--- src/rtl/ast_arb_pkg.sv ---
// rtl/ast_arb_pkg.sv - shared state type and width constants for the packet arbiter
package ast_arb_pkg;

  localparam int DATA_WIDTH_DEF = 8;
  localparam int DROP_W = 16;

  typedef enum logic {
    IDLE = 1'b0,
    BUSY = 1'b1
  } arb_state_t;

endpackage

--- src/rtl/ast_packet_arbiter_if.sv ---
// rtl/ast_packet_arbiter_if.sv - two Avalon-ST sinks, one source, control and status of the arbiter
interface ast_packet_arbiter_if #(
  parameter int DATA_WIDTH = ast_arb_pkg::DATA_WIDTH_DEF
);
  import ast_arb_pkg::*;

  logic [DATA_WIDTH-1:0] din0_data;
  logic                  din0_startofpacket;
  logic                  din0_endofpacket;
  logic                  din0_valid;
  logic                  din0_ready;
  logic [DATA_WIDTH-1:0] din1_data;
  logic                  din1_startofpacket;
  logic                  din1_endofpacket;
  logic                  din1_valid;
  logic                  din1_ready;
  logic [DATA_WIDTH-1:0] dout_data;
  logic                  dout_startofpacket;
  logic                  dout_endofpacket;
  logic                  dout_valid;
  logic                  dout_ready;
  logic                  enable;
  logic [1:0]            grant;
  logic [DROP_W-1:0]     drop_count;

  modport slave (
    input  din0_data, din0_startofpacket, din0_endofpacket, din0_valid,
    input  din1_data, din1_startofpacket, din1_endofpacket, din1_valid,
    input  dout_ready, enable,
    output din0_ready, din1_ready,
    output dout_data, dout_startofpacket, dout_endofpacket, dout_valid,
    output grant, drop_count
  );

  modport master (
    output din0_data, din0_startofpacket, din0_endofpacket, din0_valid,
    output din1_data, din1_startofpacket, din1_endofpacket, din1_valid,
    output dout_ready, enable,
    input  din0_ready, din1_ready,
    input  dout_data, dout_startofpacket, dout_endofpacket, dout_valid,
    input  grant, drop_count
  );

endinterface

--- src/rtl/ast_sat_counter.sv ---
// rtl/ast_sat_counter.sv - counter that adds 0..2 per cycle and sticks at all-ones
module ast_sat_counter
  import ast_arb_pkg::*;
#(
  parameter int WIDTH = DROP_W
) (
  input  logic             clock,
  input  logic             reset,
  input  logic [1:0]       inc,
  output logic [WIDTH-1:0] count
);

  logic [WIDTH:0] sum;

  // One spare bit is enough: the largest sum is all-ones plus two.
  assign sum = {1'b0, count} + {{(WIDTH-1){1'b0}}, inc};

  always_ff @(posedge clock) begin
    if (reset) begin
      count <= '0;
    end else if (sum[WIDTH]) begin
      count <= '1;
    end else begin
      count <= sum[WIDTH-1:0];
    end
  end

endmodule

--- src/rtl/ast_packet_arbiter.sv ---
// rtl/ast_packet_arbiter.sv - round-robin packet arbiter merging two Avalon-ST streams into one
module ast_packet_arbiter
  import ast_arb_pkg::*;
#(
  parameter int DATA_WIDTH = DATA_WIDTH_DEF
) (
  input  logic               clock,
  input  logic               reset,
  ast_packet_arbiter_if.slave bus
);

  arb_state_t state, state_next, state_eff;
  logic owner, owner_next, last_owner, last_owner_next;
  logic cand0, cand1, orphan0, orphan1;
  logic ready0, ready1, sel_valid, sel_sop, sel_eop;
  logic [DATA_WIDTH-1:0] sel_data;
  logic [1:0] grant, drop_inc;
  logic [DROP_W-1:0] drop_count;

  // While reset is held the outputs already behave as IDLE.
  assign state_eff = reset ? IDLE : state;
  assign cand0     = bus.enable & bus.din0_valid & bus.din0_startofpacket;
  assign cand1     = bus.enable & bus.din1_valid & bus.din1_startofpacket;
  assign orphan0   = bus.din0_valid & ~bus.din0_startofpacket;
  assign orphan1   = bus.din1_valid & ~bus.din1_startofpacket;

  always_comb begin
    state_next      = state_eff;
    owner_next      = owner;
    last_owner_next = last_owner;
    ready0          = 1'b0;
    ready1          = 1'b0;
    sel_valid       = 1'b0;
    sel_sop         = 1'b0;
    sel_eop         = 1'b0;
    sel_data        = '0;
    grant           = 2'b00;
    drop_inc        = 2'd0;
    case (state_eff)
      IDLE: begin
        // Mid-packet beats with no owner are swallowed; sop beats wait for a grant.
        ready0   = orphan0;
        ready1   = orphan1;
        drop_inc = {1'b0, orphan0} + {1'b0, orphan1};
        if (cand0 && cand1) begin
          owner_next = ~last_owner;
          state_next = BUSY;
        end else if (cand0 || cand1) begin
          owner_next = cand1;
          state_next = BUSY;
        end
      end
      BUSY: begin
        if (owner) begin
          sel_valid = bus.din1_valid;
          sel_sop   = bus.din1_startofpacket;
          sel_eop   = bus.din1_endofpacket;
          sel_data  = bus.din1_data;
          ready1    = bus.dout_ready;
          grant     = 2'b10;
        end else begin
          sel_valid = bus.din0_valid;
          sel_sop   = bus.din0_startofpacket;
          sel_eop   = bus.din0_endofpacket;
          sel_data  = bus.din0_data;
          ready0    = bus.dout_ready;
          grant     = 2'b01;
        end
        if (sel_valid && bus.dout_ready && sel_eop) begin
          last_owner_next = owner;
          state_next      = IDLE;
        end
      end
    endcase
  end

  always_ff @(posedge clock) begin
    if (reset) begin
      state      <= IDLE;
      owner      <= 1'b0;
      last_owner <= 1'b1;
    end else begin
      state      <= state_next;
      owner      <= owner_next;
      last_owner <= last_owner_next;
    end
  end

  ast_sat_counter #(.WIDTH(DROP_W)) u_drop_counter (
    .clock (clock),
    .reset (reset),
    .inc   (drop_inc),
    .count (drop_count)
  );

  assign bus.din0_ready         = ready0;
  assign bus.din1_ready         = ready1;
  assign bus.dout_valid         = sel_valid;
  assign bus.dout_startofpacket = sel_sop;
  assign bus.dout_endofpacket   = sel_eop;
  assign bus.dout_data          = sel_data;
  assign bus.grant              = grant;
  assign bus.drop_count         = drop_count;

endmodule

--- src/flat_wrapper.sv ---
// flat-port wrapper written by rule: the top's interface ports become plain ports
module ast_packet_arbiter_flat import ast_arb_pkg::*;
#(
  parameter int DATA_WIDTH = DATA_WIDTH_DEF
)
  (clock, reset, bus_din0_data, bus_din0_startofpacket, bus_din0_endofpacket, bus_din0_valid, bus_din1_data, bus_din1_startofpacket, bus_din1_endofpacket, bus_din1_valid, bus_dout_ready, bus_enable, bus_din0_ready, bus_din1_ready, bus_dout_data, bus_dout_startofpacket, bus_dout_endofpacket, bus_dout_valid, bus_grant, bus_drop_count);
  ast_packet_arbiter_if #(.DATA_WIDTH(DATA_WIDTH)) bus_i ();
  input  logic clock;
  input  logic reset;
  input wire logic [$bits(bus_i.din0_data)-1:0] bus_din0_data;
  input wire logic [$bits(bus_i.din0_startofpacket)-1:0] bus_din0_startofpacket;
  input wire logic [$bits(bus_i.din0_endofpacket)-1:0] bus_din0_endofpacket;
  input wire logic [$bits(bus_i.din0_valid)-1:0] bus_din0_valid;
  input wire logic [$bits(bus_i.din1_data)-1:0] bus_din1_data;
  input wire logic [$bits(bus_i.din1_startofpacket)-1:0] bus_din1_startofpacket;
  input wire logic [$bits(bus_i.din1_endofpacket)-1:0] bus_din1_endofpacket;
  input wire logic [$bits(bus_i.din1_valid)-1:0] bus_din1_valid;
  input wire logic [$bits(bus_i.dout_ready)-1:0] bus_dout_ready;
  input wire logic [$bits(bus_i.enable)-1:0] bus_enable;
  output wire logic [$bits(bus_i.din0_ready)-1:0] bus_din0_ready;
  output wire logic [$bits(bus_i.din1_ready)-1:0] bus_din1_ready;
  output wire logic [$bits(bus_i.dout_data)-1:0] bus_dout_data;
  output wire logic [$bits(bus_i.dout_startofpacket)-1:0] bus_dout_startofpacket;
  output wire logic [$bits(bus_i.dout_endofpacket)-1:0] bus_dout_endofpacket;
  output wire logic [$bits(bus_i.dout_valid)-1:0] bus_dout_valid;
  output wire logic [$bits(bus_i.grant)-1:0] bus_grant;
  output wire logic [$bits(bus_i.drop_count)-1:0] bus_drop_count;
  assign bus_i.din0_data = bus_din0_data;
  assign bus_i.din0_startofpacket = bus_din0_startofpacket;
  assign bus_i.din0_endofpacket = bus_din0_endofpacket;
  assign bus_i.din0_valid = bus_din0_valid;
  assign bus_i.din1_data = bus_din1_data;
  assign bus_i.din1_startofpacket = bus_din1_startofpacket;
  assign bus_i.din1_endofpacket = bus_din1_endofpacket;
  assign bus_i.din1_valid = bus_din1_valid;
  assign bus_i.dout_ready = bus_dout_ready;
  assign bus_i.enable = bus_enable;
  assign bus_din0_ready = bus_i.din0_ready;
  assign bus_din1_ready = bus_i.din1_ready;
  assign bus_dout_data = bus_i.dout_data;
  assign bus_dout_startofpacket = bus_i.dout_startofpacket;
  assign bus_dout_endofpacket = bus_i.dout_endofpacket;
  assign bus_dout_valid = bus_i.dout_valid;
  assign bus_grant = bus_i.grant;
  assign bus_drop_count = bus_i.drop_count;
  ast_packet_arbiter #(.DATA_WIDTH(DATA_WIDTH)) u_core (.clock(clock), .reset(reset), .bus(bus_i));
endmodule
--- config.mk ---
export PLATFORM = sky130hd
export DESIGN_NAME = ast_packet_arbiter_flat
export DESIGN_NICKNAME = d
export VERILOG_FILES = /design/src/rtl/ast_arb_pkg.sv /design/src/rtl/ast_packet_arbiter_if.sv /design/src/rtl/ast_sat_counter.sv /design/src/rtl/ast_packet_arbiter.sv /design/src/flat_wrapper.sv
export SDC_FILE = /design/constraint.sdc
export NUM_CORES = 1
export LEC_CHECK = 0
export BUFFER_PORTS_ARGS = -buffer_cell sky130_fd_sc_hd__buf_4
export CORE_MARGIN = 1
export CORE_UTILIZATION = 29
export DETAILED_ROUTE_END_ITERATION = 10
export SETUP_SLACK_MARGIN = 0.2
export SYNTH_ARGS = -nofsm -noshare
export SYNTH_HDL_FRONTEND = slang
export SYNTH_SLANG_ARGS = --single-unit
--- constraint.sdc ---
create_clock -name clock -period 3.3 [get_ports clock]
set_input_delay 0.99 -clock clock [delete_from_list [all_inputs] [get_ports clock]]
set_output_delay 0.99 -clock clock [all_outputs]
set_load 0.02 [all_outputs]
# Word level (Yosys, flattened, before mapping)

Cells that the tools add are included.

Register bits: 19
Input bits: 26
Output and inout port bits: 31
Word-level logic and storage cells: 48

Add/subtract/negate cells: 2
Muxes and demuxes: 25
Bitwise operators: 10
Reductions and logical operators: 7

Operators with widths:

| cell                | number |
|---|---|
| $add A16 B2 Y17     | 1 |
| $mux W1             | 16 |
| $mux W16            | 1 |
| $mux W8             | 2 |
| $and A1 B1 Y1       | 6 |
| $mux W2             | 3 |
| $pmux W1 S2         | 3 |
| $not A1 Y1          | 4 |
| $reduce_and A2 Y1   | 2 |
| $logic_and A1 B1 Y1 | 3 |
| $add A1 B1 Y2       | 1 |
| $reduce_bool A2 Y1  | 1 |
| $logic_or A1 B1 Y1  | 1 |

# Depth between registers and ports, before layout

Gate-level depths: netlist of the first run.

Depth after elaboration: 6
Depth in mapped cells: 12
Gate-level depth less buffers: 11

# Cells and area by module

A second synthesis of the first run with hierarchy kept.

Cell total of the unflattened synthesis: 140
Area, all modules: 1207.4 um^2

Modules (own cells, without submodules):

| module             | instances | cells each | area each (um^2) | sequential area each (um^2) |
|---|---|---|---|---|
| ast_sat_counter    | 1         | 84         | 790.8            | 320.3 |
| ast_packet_arbiter | 1         | 56         | 416.6            | 60.1 |

# Worst setup path before layout of the first run

OpenSTA, ideal clock, no wires.

Path type: input to register
Start point: in reset
End point: reg u_core.u_drop_counter.count[11]
Setup time: 74 ps
Arrival: 3092 ps
Required time: 3226 ps
Slack: 133 ps
Cell stages on the path: 11
Path buffers: 2
Path through: nand2b_1 > clkbuf_1 > and2_1 > ha_1 > inv_1 > fa_1 > nand3b_1 > nor3_1 > nand2_1 > buf_2 > a31oi_1

Word-level cells in the longest chain between the ends: 4

Ends and longest elaborated chain:

| what                   | RTL line                 | RTL |
|---|---|---|
| start: declaration     | flat_wrapper.sv:9        | `input logic reset;` |
| $mux W1                | ast_packet_arbiter.sv:21 | `assign state_eff = reset ? IDLE : state;` |
| $mux W2                | ast_packet_arbiter.sv:39 | `case (state_eff)` |
| $add A16 B2 Y17        | ast_sat_counter.sv:16    | `assign sum = {1'b0, count} + {{(WIDTH-1){1'b0}}, inc};` |
| $mux W16               | ast_sat_counter.sv:21    | `end else if (sum[WIDTH]) begin` |
| end signal: assignment | ast_sat_counter.sv:24    | `count <= sum[WIDTH-1:0];` |
| end: declaration       | ast_sat_counter.sv:10    | `output logic [WIDTH-1:0] count` |

Several ways; a longest one is shown, not always the timed one.
A chain may end at the register's enable or synchronous reset.

# Worst setup path after layout of the first run

Start point: in bus_din1_valid
End point: reg u_core.u_drop_counter.count[14]

Word-level cells in the longest chain between the ends: 5

Ends and longest elaborated chain:

| what               | RTL line                 | RTL |
|---|---|---|
| start: declaration | flat_wrapper.sv:17       | `input wire logic [$bits(bus_i.din1_valid)-1:0] bus_din1_valid;` |
| $and A1 B1 Y1      | ast_packet_arbiter.sv:25 | `assign orphan1 = bus.din1_valid & ~bus.din1_startofpacket;` |
| $add A1 B1 Y2      | ast_packet_arbiter.sv:44 | `drop_inc = {1'b0, orphan0} + {1'b0, orphan1};` |
| $mux W2            | ast_packet_arbiter.sv:39 |  |
| $add A16 B2 Y17    | ast_sat_counter.sv:16    |  |
| $mux W16           | ast_sat_counter.sv:21    |  |

Every way passes these cells.

==> metrics.yaml, run 1 <==
synth_warnings: 0
drtIter0Drc: 49
io_pins: 57
timing.fmax_mhz: 332
vias: 1213
ys_seq_area_share_pct: 32.9
synth_mux_area_share_pct: 10.5
r2r_end: "u_core.u_drop_counter.count[14]"
ant_nets: 0
max-vdd-ir-drop_v: 0.000149
grt_pass1_vias: 1145
path_cells: "buf_4, nor2b_1, ha_1, and2_1, ha_1, inv_1, fa_1, nand3b_1, nor4_2, nor2_1, a211oi_1"
hold-path-cell-count: 2
wl_per_cell_um: 11.6
stdcell_count: 251
syn_nets: 176
pwr_density_cell_nw_per_um2: 293
cts_tree: "yes"
cp_max_fo: 4
area_growth_pct: 46.9
clock-root-buffer: "clkbuf_8"
drive_above_1_share_pct: 35.0
dr.pass1.iters: 4
synth_cells: 146
die_h_um: 65.1
max_stage_delay_ns: 0.38
cp_num_buf_inv: 2
grt_util_all_layers_pct: 14.1
io_buffers: 56
clock-sinks: 19
setup-violations-final: 0
cp.arrival_ns: 3.17
die_w_um: 65.1
reg2reg_slack_ns: 1.09
cts_made_buffers: 3
required_ns: 3.46
grt_pass1_wl_um: 4810
final_hold_viol_count: 0
ys_ff_latch: 19
grt_max_degree: 21
yosys.area_share.simple_pct: 25.6
wl_um: 2920
dp_hpwl_um: 2180
cp-end-kind: "flip-flop"
finalNetCount: 234
power_mw: 0.498
clockBufferDepth: 2
power.leakage_nw: 0.735
cpLargestDelayFamily: "simple AND/OR/NAND/NOR gates"
coreArea_um2: 3740
route.detailed.drc: 0
clk_pin_slew_ns: 0.07
synth_cell_types: 34
syn_avg_cell_area_um2: 7.92
grt-ovfl-total: 0
setup_tns_ns: 0
synthArstFlopShare_pct: 0
syn_area_um2: 1160
synth-xor-area-share_pct: 5.30
min_to: "u_core.last_owner"
hold_buffers: 0
worst_hold_path_type: "flip-flop to flip-flop"
insertion_delay_ns: 0.25
num_rows: 22
slew_headroom_pct: 50.6
synth_flop_cell: "dfxtp_1"
whs_ns: 0.532
antenna_found_initial: 0
place_congestion: 0.822
hp-start: "u_core.last_owner"
fin_crit_sh_pct: 91.2
synth_compound_area_share_pct: 15.9
die_area_um2: 4240
critPathKind: "input pin to flip-flop"
dp.cells: 247
synth_fa_ha_area_share_pct: 4.98
rsz0062_at_grt: "true"
slowest_stage: "fa_1"
antennaDiodeCount: 0
cpMostUsedCell: "ha_1"
tightest_slew_ns: 0.740
start_util_pct: 30.9
drv_slew: 0
finalCriticalPeriod_ns: 3.01
htree_levels: 1
cts_setup_buffers: 0
via_per_inst: 4.83
status: "complete, no violations"
synth_top_family_by_area: "simple AND/OR/NAND/NOR gates"
fin_skew_ns: 0.00572
start_kind: "input pin"
drv_cap: 0
r2r_cells: 9
r2r-start: "u_core.state"
synth-edff-count: 0
where the power goes:
group	internal, mW	switching (mW)	total [mW]
clock	0.0838	0.0751	0.159
sequential	0.235	0.00719	0.242
combinational	0.0503	0.0464	0.0967
synth_stat cells, drive strengths merged, types with 3 or more instances:
cell type | number | area [µm²]
nor2 | 18 | 67.6
nor2b | 5 | 31.3
nor3 | 3 | 15.0
mux2i | 11 | 110
a21oi | 15 | 75.1
xor2 | 5 | 43.8
clkbuf | 3 | 11.3
o21ai | 4 | 20.0
dfxtp | 19 | 380
a31oi | 4 | 25.0
nand2 | 16 | 60.1
buf | 4 | 17.5
nand3 | 3 | 15.0
ha | 3 | 37.5
inv | 7 | 26.3
logic make-up (layout without fill, tap and decap cells):
logic type | Yosys count | in the layout
AO/OA/AOI/OAI | 31 | 31
XOR/XNOR | 7 | 7
adder cells (fa/ha/maj) | 4 | 4
buffers and inverters | 14 | 71
flip-flops | 19 | 19
multiplexers | 12 | 12
AND/OR/NAND/NOR | 59 | 59
stage by stage:
step           setup WS, ns  util [%]  instance area, µm²
5_1_grt               0.138      45.4                1700
2_1_floorplan         0.254         -                1160
4_1_cts               0.248      45.1                1690
6_report              0.291      45.4                1700
3_3_place_gp         0.0686      43.9                1640
3_5_place_dp         0.0191      43.9                1640
tightest hold or removal path, stage by stage, from the launching register on:
cell and delay, ns:
dfxtp_1 0.32, o21ai_0 0.07, o211ai_1 0.09
metal layers:
layer,vias up,share of wire [%],global-route usage (%)
met1,545,45,16.6
met5,-,0,0
met4,0,0.99,4.89
met3,4,7.8,2.78
met2,40,46,25.4
li1,624,-,-
final cells by class:
cell class                 instances  area (µm²)
timing repair buffer              60         450
sequential                        19         380
clock buffer                       3        41.3
clock inverter                     1        5.00
multi-input combinational        113         734
tap                               48        60.1
inverter                           7        26.3
fill                             405        2050
sequential cells by signal (all words and copies together) (netlist names):
signal / cells
u_core.owner: 1
u_core.u_drop_counter.count: 16
u_core.state: 1
u_core.last_owner: 1
cell usage in the layout (no fill, tap or decap), drive strengths merged, types with 2 or more instances in the layout:
cell    instances
nor2           18
o21ai           4
nor3            3
a31oi           4
nand2          16
a21o            2
nand4           2
nand4b          2
mux2i          11
xnor2           2
or4             2
ha              3
nor2b           5
dfxtp          19
xor2            5
clkbuf          3
nand3           3
nor4            2
inv             7
and2            2
a21oi          15
a211oi          2
buf            60
o31ai           2
how the worst max path moves through the flow:
| stage | slack (ns) | from | cells past startpoint | endpoint |
|---|---|---|---|---|
| after floorplan | 0.25 | reset | 11 | u_core.u_drop_counter.count[11] |
| after global placement | 0.07 | bus_din1_valid | 11 | u_core.u_drop_counter.count[14] |
| after detailed placement | 0.02 | bus_din1_valid | 11 | u_core.u_drop_counter.count[14] |
| after CTS | 0.25 | bus_din1_valid | 11 | u_core.u_drop_counter.count[14] |
| after global routing | 0.14 | bus_din1_valid | 11 | u_core.u_drop_counter.count[14] |
| final | 0.29 | bus_din1_valid | 11 | u_core.u_drop_counter.count[14] |
repair_timing:
action	CTS	global route
endpoints found under the setup margin	0	13
hold endpoints to repair	0	0
resized for setup	0	2
(Power assumes the default switching activity.)
==> inputs of run 2 (changes only) <==
Clock period 3.3 ns to 3.1 ns, I/O delays scaled along.
==> run 2 against run 1 <==
  * First-iteration DRC count down 2.0%
  * Sequential cell count unchanged
  * Utilization up 3.8 points
  * Critical path depth up 2
  * Clock-buffer cell count unchanged
  * Cell count up 3.6%
  * Worst setup slack worse by 0.0059 ns
  * Combinational power up 22%
  * Sequential share of layout area down 1.7 points
  * Die area unchanged
  * Worst hold slack better by 0.014 ns
  * Clock power up 10%
==> metrics.yaml, run 2 (synthesis results as in run 1) <==
status: "complete, no violations"
start_kind: "input pin"
vias: 1276  # +5.2%
die_area_um2: 4240  # unchanged
fill_cells: 388  # -4.2%
drv_slew: 0  # unchanged
num_rows: 22  # unchanged
path_cells: "buf_4, nor2b_4, ha_4, and2_4, ha_4, inv_2, fa_2, nand3b_1, buf_4, buf_4, nor2_2, xnor2_1, a21oi_1"
met3WireLength_um: 293  # +28%
ant_nets: 0  # unchanged
slowest_stage: "fa_2"
hold_buffers: 0  # unchanged
finalCriticalPeriod_ns: 2.82
via_per_inst: 4.91  # +1.6%
reg2reg_slack_ns: 0.96  # -0.13 ns
cpMostUsedCell: "buf_4"
max-vdd-ir-drop_v: 0.000187  # +25%
power.leakage_nw: 0.784  # +6.8%
route.met2.wl_um: 1510  # +13%
drive_above_1_share_pct: 43.9  # +8.9 points
clockBufferDepth: 2  # unchanged
grt-ovfl-total: 0  # unchanged
clk_pin_slew_ns: 0.08  # about the same
wl_per_cell_um: 12.7  # +9.1%
top_layer_used: "met4"
hold-path-cell-count: 2  # unchanged
clock-sinks: 19  # unchanged
route.layer.met1.wl_um: 1480  # +11%
htree_levels: 1  # unchanged
ff_latch_area_um2: 380  # unchanged
hp-start: "u_core.state"
fin_skew_ns: 0.00475  # -0.000963 ns
p_sw_share_pct: 27.2  # +1.4 points
r2r_cells: 11  # +2
clock-root-buffer: "clkbuf_8"
r2r_end: "u_core.u_drop_counter.count[8]"
timing.fmax_mhz: 355
dr.pass1.iters: 4  # unchanged
area_growth_pct: 59.2
io_pins: 57  # unchanged
pwr_density_cell_nw_per_um2: 300  # +2.3%
coreArea_um2: 3740  # unchanged
antenna_found_initial: 0  # unchanged
top_register: "u_core.u_drop_counter.count"
critPathKind: "input pin to flip-flop"
cp.arrival_ns: 2.96  # -0.21 ns
combinationalPowerShare_pct: 21.4  # +2.0 points
final_cell_mix: "68 x buf_4, 19 x dfxtp_1, 16 x nand2_1"
grt_pass1_wl_um: 5180  # +7.7%
wl_um: 3300  # +13%
min_to: "u_core.state"
max_stage_delay_ns: 0.37  # about the same
worst_hold_path_type: "flip-flop to flip-flop"
dp_hpwl_um: 2440  # +12%
cp_max_fo: 4  # unchanged
cts_made_buffers: 3  # unchanged
multiInputGateArea_um2: 806  # +9.7%
drv_cap: 0  # unchanged
clkPwrFrac_pct: 31.7  # -0.2 points
cp-end-kind: "flip-flop"
grt_pass1_vias: 1167  # +1.9%
rsz0062_at_grt: "false"
start_util_pct: 30.9  # unchanged
fin_crit_sh_pct: 90.8
route.detailed.drc: 0  # unchanged
drtIter0Drc: 48  # -2.0%
final_util_pct: 49.2  # +3.8 points
io_buffers: 56  # unchanged
grt_max_degree: 21  # unchanged
r2r-start: "u_core.state"
final_hold_viol_count: 0  # unchanged
layout_commonest_cell: "buf_4"
cts_tree: "yes"
required_ns: 3.25  # -0.21 ns
antennaDiodeCount: 0  # unchanged
largest_reg_flops: 16  # unchanged
stdcell_area_um2: 1840  # +8.4%
setup-violations-final: 0  # unchanged
p_int_mw: 0.401  # +8.8%
tightest_slew_ns: 0.757  # +0.0168 ns
grt_util_all_layers_pct: 15.4  # +1.3 points
p_seq_share_pct: 46.9  # -1.7 points
insertion_delay_ns: 0.26  # about the same
finalNetCount: 243  # +3.8%
power_mw: 0.552  # +11%
whs_ns: 0.546  # +0.0142 ns
slew_headroom_pct: 49.5  # -1.1 points
switchingPower_mw: 0.150  # +17%
place_congestion: 0.751  # -8.6%
place_area_um2: 1700  # +3.7%
die_w_um: 65.1  # unchanged
die_h_um: 65.1  # unchanged
[run 2: cell count changes in the layout (fill, tap and decap cells not counted), sizes merged]
cell	change
buf	+9
[run 2: timing repair]
action,4_1_cts,5_1_grt
setup buffers,0,3
gates resized for setup,0,12
setup endpoints to repair,0,15
[run 2: through the flow]
step                TNS [ns]  instances  setup slack (ns)
floorplan                  0        146             0.144
global placement           0        253            0.0622
detailed placement   -0.0149        253           -0.0149
CTS                        0        257             0.222
global route               0        260             0.191
finish                     0        260             0.285
[run 2: power groups by stage]
stage | registers, mW | logic, mW | clock network (mW)
floorplan | 0.264 | 0.0532 | 0
global placement | 0.264 | 0.109 | 0
detailed placement | 0.264 | 0.111 | 0
finish | 0.259 | 0.118 | 0.175
CTS | 0.258 | 0.112 | 0.178
global route | 0.260 | 0.128 | 0.187
[run 2: worst max-delay path by stage]
stage / startpoint / end / slack [ns] / cells after the start
final: bus_din1_valid / u_core.u_drop_counter.count[8] / 0.28 / 13
after global routing: bus_din1_valid / u_core.u_drop_counter.count[10] / 0.19 / 12
after CTS: bus_din1_valid / u_core.u_drop_counter.count[14] / 0.22 / 12
after detailed placement: bus_din1_valid / u_core.u_drop_counter.count[14] / -0.01 / 12
after global placement: bus_din1_valid / u_core.u_drop_counter.count[14] / 0.06 / 12
after floorplan: bus_din1_valid / u_core.u_drop_counter.count[11] / 0.14 / 11
[run 2: routing by layer]
layer,vias to the layer above,global-route usage [%]
met3,2,2.78
met2,48,27.2
met1,582,18.7
met4,0,4.89
li1,644,-
met5,-,0
[run 2: critical path: cells and delay by family]
| family | cells | cell delay, ns |
|---|---|---|
| XOR/XNOR | 1 | 0.12 |
| adder cells (fa/ha/maj) | 3 | 0.75 |
| buffers and inverters | 4 | 0.48 |
| AO/OA/AOI/OAI | 1 | 0.08 |
| AND/OR/NAND/NOR | 4 | 0.60 |
[run 2: final cells by class]
class                   count  area share [%]
flip-flops and latches     19            20.7
well taps                  48            3.26
repair buffers             69            28.3
multi-input cells         113            43.8
inverters                   7            1.43
clock buffers               3            2.24
clock inverters             1           0.272
